File: config.mk
export PLATFORM = sky130hd
export DESIGN_NAME = demux1_8_deser
export DESIGN_NICKNAME = d
export VERILOG_FILES = /design/src/rtl/demux1_8_deser.sv
export SDC_FILE = /design/constraint.sdc
export NUM_CORES = 1
export LEC_CHECK = 0
export BUFFER_PORTS_ARGS = -buffer_cell sky130_fd_sc_hd__buf_4
export CORE_MARGIN = 2
export CORE_UTILIZATION = 53
export CTS_CLUSTER_SIZE = 24
export DETAILED_ROUTE_END_ITERATION = 12
export PLACE_DENSITY = 0.77
export SLEW_MARGIN = 20
export SYNTH_ARGS = -nofsm -noshare
export SYNTH_HDL_FRONTEND = slang
export SYNTH_SLANG_ARGS = --single-unit
File: constraint.sdc
create_clock -name clk -period 1.95 [get_ports clk]
set_clock_uncertainty 0.15 [all_clocks]
set_input_delay 0.4875 -clock clk [delete_from_list [all_inputs] [get_ports clk]]
set_output_delay 0.4875 -clock clk [all_outputs]
set_load 0.05 [all_outputs]
File: src/rtl/demux1_8_deser.sv
// Serial-to-parallel 1:8 demultiplexer: LSB-first bits are collected into a byte
// and handed off through a valid/ready output. Optional macro DEMUX_PARITY_CHECK_EN adds a 9th even-parity slot.
module demux1_8_deser (
  input  logic       clk,
  input  logic       rst,
  input  logic       flush,
  input  logic       din,
  input  logic       din_valid,
  output logic       din_ready,
  output logic [7:0] dout,
  output logic       dout_valid,
  input  logic       dout_ready,
  output logic [2:0] sel,
  output logic       parity_err
);

  // state   | meaning
  // COLLECT | filling data slots; every offered bit is taken
  // LAST    | next accepted bit completes the frame; may stall on a held byte
  typedef enum logic {
    COLLECT = 1'b0,
    LAST    = 1'b1
  } state_t;

`ifdef DEMUX_PARITY_CHECK_EN
  localparam int SEL_W = 4;
  localparam int COL_W = 8;
`else
  localparam int SEL_W = 3;
  localparam int COL_W = 7;
`endif
  localparam logic [SEL_W-1:0] LAST_IDX = SEL_W'(COL_W);

  state_t            state_q, state_d;
  logic [SEL_W-1:0]  sel_q, sel_d;
  logic [COL_W-1:0]  col_q, col_d;
  logic [7:0]        dout_q, dout_d;
  logic              dout_valid_q, dout_valid_d;
  logic              held;
  logic              accept;
  logic              complete;
  logic [7:0]        frame_byte;
  logic [SEL_W-1:0]  sel_inc;

  assign held      = dout_valid_q & ~dout_ready;
  assign din_ready = ~flush & ~((state_q == LAST) & held);
  assign accept    = din_valid & din_ready;
  assign complete  = accept & (state_q == LAST);
  assign sel_inc   = sel_q + SEL_W'(1);

`ifdef DEMUX_PARITY_CHECK_EN
  logic perr_q, perr_d;
  logic frame_par;

  assign frame_byte = col_q;
  assign frame_par  = (^col_q) ^ din;
  assign parity_err = perr_q;
  // The parity slot is shown as 7 so sel stays within its 3-bit range.
  assign sel        = (sel_q == LAST_IDX) ? 3'd7 : sel_q[2:0];

  always_comb begin
    perr_d = perr_q;
    if (complete) perr_d = frame_par;
  end

  always_ff @(posedge clk) begin
    if (rst) perr_q <= 1'b0;
    else     perr_q <= perr_d;
  end
`else
  assign frame_byte = {din, col_q};
  assign parity_err = 1'b0;
  assign sel        = sel_q;
`endif

  assign dout       = dout_q;
  assign dout_valid = dout_valid_q;

  always_comb begin
    state_d = state_q;
    sel_d   = sel_q;
    col_d   = col_q;
    if (flush) begin
      state_d = COLLECT;
      sel_d   = '0;
      col_d   = '0;
    end else if (accept) begin
      if (state_q == LAST) begin
        state_d = COLLECT;
        sel_d   = '0;
        col_d   = '0;
      end else begin
        col_d[sel_q[2:0]] = din;
        sel_d             = sel_inc;
        state_d           = (sel_inc == LAST_IDX) ? LAST : COLLECT;
      end
    end
  end

  // A completing frame takes precedence over consumption so the handoff has no bubble.
  always_comb begin
    dout_d       = dout_q;
    dout_valid_d = dout_valid_q;
    if (complete) begin
      dout_d       = frame_byte;
      dout_valid_d = 1'b1;
    end else if (dout_ready) begin
      dout_valid_d = 1'b0;
    end
  end

  always_ff @(posedge clk) begin
    if (rst) begin
      state_q      <= COLLECT;
      sel_q        <= '0;
      col_q        <= '0;
      dout_q       <= 8'h00;
      dout_valid_q <= 1'b0;
    end else begin
      state_q      <= state_d;
      sel_q        <= sel_d;
      col_q        <= col_d;
      dout_q       <= dout_d;
      dout_valid_q <= dout_valid_d;
    end
  end

endmodule

# After elaboration in Yosys (flattened, before gate mapping)
# Index checks and enable logic that the tools add are counted.
# classes
addsub	1
n_mul	0
n_div	0
magnitude_cmp	2
eq_ne	1
shift	0
muxes	9
bitwise	8
reduce_logical	3
# op_table
cell	n
$bwmux 7	1
$mux 7	1
$and 1x1->1	5
$mux 1	5
$lt 3x4->1 const B	1
$add 3x1->3 const B	1
$demux 1 s3	1
$eq 3x3->1 const B	1
$ge 3x1->1 const B	1
$mux 3	1
$not 1->1	3
$reduce_bool 2->1	1
$reduce_or 2->1	1
$logic_and 1x1->1	1
# word_totals
register_bits	20
latchBits	0
ramBits	0
mem_bits_ro	0
out_inout_bits	14
elab_cells	29
mem_count	0

# Depth between registers and ports, before layout
# depth
word_depth	8
mapped_depth	5
mapped_depth_nobuf	4

# Least setup slack after synthesis
# Ideal clock, no wire load.
# synth_path
path_kind	reg2out
start	register dout_valid_q (netlist: dout_valid)
end	output port din_ready
arrival_ns	1.585
required_ns	1.312
slack_ns	-0.273
path_stages_with_launch	4
path_buffers	1
cell_sequence	dfxtp_1 > and3b_1 > clkbuf_1 > nor2_1
# synth_via
elab_chain_len	4
# synth_lines
item	line_no	text
from (decl)	38	logic dout_valid_q, dout_valid_d;
from (signal assigned)	124	dout_valid_q <= dout_valid_d;
$and 1x1->1	45	assign held = dout_valid_q & ~dout_ready;
$and 1x1->1	46	assign din_ready = ~flush & ~((state_q == LAST) & held);
$not 1->1	46	
$and 1x1->1	46	
to (decl)	9	output logic din_ready,
# No other way between the ends.

# Worst setup path after layout
# layout_path
start	register sel_q[1] (netlist: sel[1])
end	output port sel[1]
# layout_rtl
item	line_no	text
from (decl)	35	logic [SEL_W-1:0] sel_q, sel_d;
from (signal assigned)	121	sel_q <= sel_d;
to (decl)	13	output logic [2:0] sel,
# No word-level cell between the ends.

==> flow_metrics.env <==
export IMPL_status="complete, no violations"
export IMPL_regArea_sq_um=402
export IMPL_synth_compound_area_share_pct=21.0
export IMPL_yosysSeqAreaShare_pct=39.5
export IMPL_antenna_found_initial=0
export IMPL_synth_nets=129
export IMPL_post_cts_setup_buffers=0
export IMPL_tritoncts="done"
export IMPL_num_io_pins=20
export IMPL_die_x_microns=47.7
export IMPL_vias_per_cell=5.68
export IMPL_ctsRootBufferMaster="clkbuf_4"
export IMPL_fin_crit_sh_pct=91.8
export IMPL_ys_seq_elements=20
export IMPL_rsz0062_at_grt="no"
export IMPL_hold_slack_ns=0.252
export IMPL_intPower_uw=636
export IMPL_crit_path_end_kind="primary output"
export IMPL_synth_adder_area_share_pct=2.47
export IMPL_gp_congestion=0.775
export IMPL_clockBufferDepth=2
export IMPL_cts_resized=0
export IMPL_yosys_area_share_simple_pct=23.2
export IMPL_p_per_area_mw_per_mm2=658
export IMPL_cellLeakagePower_nw=0.476
export IMPL_totalWireLength_mm=2.08
export IMPL_antenna_violating_nets_post_route=0
export IMPL_place_inst=157
export IMPL_avgSynthCellArea_sq_um=8.38
export IMPL_highest_layer="met4"
export IMPL_finalNonFillerCells=161
export IMPL_n_antenna_cell=0
export IMPL_area_growth_pct=20.2
export IMPL_comb_power_share_pct=6.1
export IMPL_grt_max_degree=15
export IMPL_numCtsBuffers=3
export IMPL_io_buffers=18
export IMPL_ys_warnings_count=0
export IMPL_clkPwrFrac_pct=42.5
export IMPL_critPathKind="register to primary output"
export IMPL_hold_buffers=0
export IMPL_worst_setup_path_start_kind="register"
export IMPL_cts_max_level=1
export IMPL_cp_arrival_ns=1.15
export IMPL_synthTopCellsByArea="dfxtp_1, o21ai_0, a21oi_1"
export IMPL_rows=15
export IMPL_hp_class="primary input to register"
export IMPL_wl_per_cell_microns=12.9
export IMPL_design_area_sq_mm=0.00122
export IMPL_synth_xor_area_share_pct=0.864
export IMPL_cts_sinks=20
export IMPL_setup_viol=0
export IMPL_p_sw_share_pct=20.6
export IMPL_wl_met1_microns=956
export IMPL_vias=915
export IMPL_dr_pass1_iters=4
export IMPL_synth_distinct_cells=29
export IMPL_period_minus_slack_ns=1.79
export IMPL_dpl_cell_area_sq_mm=0.00117
export IMPL_total_power_uw=801
export IMPL_die_area_sq_mm=0.00228
export IMPL_fin_tns_setup_ns=0
export IMPL_fmax_mhz=559
export IMPL_multi_input_area_sq_um=553
export IMPL_fin_util_pct=69.1
export IMPL_fin_nets=145
export IMPL_drtIter0Drc=9
export IMPL_die_y_microns=47.7
export IMPL_yosysTopAreaCell="dfxtp_1"
export IMPL_drive_gt1_share_pct=22.8
export IMPL_synth_top_cell_area_share_pct=39.5
export IMPL_place_ws_ns=0.190
export IMPL_n_fill_cell=154
export IMPL_slew_viol_final=0
export IMPL_critPathRequiredTime_ns=1.31
export IMPL_grt_pass1_wl_mm=3.24
export IMPL_initial_core_util_pct=57.4
export IMPL_gr_total_overflow=0
export IMPL_muxShareOfSynthArea_pct=5.93
export IMPL_maxCapViolations=0
export IMPL_worst_slack_ns=0.161
export IMPL_synthCells=121
export IMPL_hold_viol_final=0
export IMPL_clock_latency_ns=0.30
export IMPL_clk_pin_slew_worst_paths_ns=0.12
export IMPL_dp_hpwl_mm=1.50
export IMPL_wl_met2_mm=1.04
export IMPL_peakVddDrop_mv=0.415
export IMPL_core_sq_mm=0.00176
export IMPL_sequentialPowerShare_pct=51.5
export IMPL_grt_pass1_vias=785
export IMPL_crit_fanout=7
export IMPL_grtUsageTotal_pct=20.6
export IMPL_wl_met3_microns=68
export IMPL_syn_area_sq_mm=0.00101
export IMPL_route_detailed_drc=0
export IMPL_switchingPower_uw=165
export IMPL_synth_top_family_by_area="simple AND/OR/NAND/NOR gates"
area by class of cell:
class	instances	area share [%]
Timing Repair Buffer	23	14.2
Clock buffer	3	1.85
Tap cell	25	2.57
Multi-Input combinational cell	87	45.4
Clock inverter	1	2.46
Inverter	2	0.616
Sequential cell	20	33.0
path summary, 6_finish.rpt:
path                            cells past startpoint            startpoint  slack (ns)                   end
worst max-delay path                                2   sel[1]$_SDFFE_PP0P_        0.16                sel[1]
worst min-delay path                                2                   rst        0.25  dout[7]$_SDFFE_PP0P_
worst max register to register                      4   sel[0]$_SDFFE_PP0P_        0.29  state_q$_SDFFE_PP0P_
worst min register to register                      2  dout[7]$_SDFFE_PP0P_        0.33  dout[7]$_SDFFE_PP0P_
state kept, by name, summed over array words and instances, names as in the netlist:
signal and flops:
dout 8, dout_valid 1, state_q 1, sel 3
col_q 7
routing by layer:
| layer | vias up | GRT usage (%) |
|---|---|---|
| met1 | 438 | 23.5 |
| li1 | 462 | - |
| met3 | 2 | 3.40 |
| met2 | 13 | 36.8 |
| met4 | 0 | 10.3 |
| met5 | - | 0 |
layout by cell type, fill, tap and decap left out, drive strengths merged, types with 2 or more instances in the layout:
cell type and n:
a21oi 17, buf 23, clkbuf 3, nor3b 2, a211oi 2, or3 2, or4b 2, and3b 2
nand3 9, mux2i 6, inv 2, ha 2, nand3b 4, o21ai 18, dfxtp 20, nand2b 2
nor2b 7, nor2 4
cell families (layout without fill, tap and decap cells):
kind of cell               count (synthesis)  in the layout
AOI/OAI and AO/OA                         40             40
xor gates and xnor gates                   1              1
adders and majority gates                  2              2
buffers and inverters                     14             29
DFF                                       20             20
muxes                                      6              6
other                                      1              1
and+or+nand+nor                           37             37
synthesized netlist by cell type (all sizes together):
cell type	instances
dfxtp	20
a31oi	1
conb	1
xnor2	1
nor2b	7
or2	1
buf	6
nor3b	2
or4b	2
o31ai	1
ha	2
and3b	2
nand2b	2
nand3	9
nor3	1
clkbuf	6
a211oi	2
inv	2
and4bb	1
a211o	1
a21oi	17
o21ai	18
mux2i	6
nand3b	4
or3	2
nor2	4
worst max-delay path, cell delays in order, from the launching register on:
cell,delay (ns)
dfxtp_1,0.45
buf_4,0.20
buf_4,0.20
power by group through the flow:
| stage | logic [mW] | clock network, mW | registers (mW) |
|---|---|---|---|
| after floorplan | 0.0315 | 0 | 0.423 |
| after global placement | 0.0475 | 0 | 0.422 |
| after detailed placement | 0.0483 | 0 | 0.422 |
| after CTS | 0.0485 | 0.347 | 0.413 |
| after global routing | 0.0528 | 0.363 | 0.413 |
| final | 0.0485 | 0.340 | 0.412 |
No activity file was read; power rests on OpenSTA's default activity.
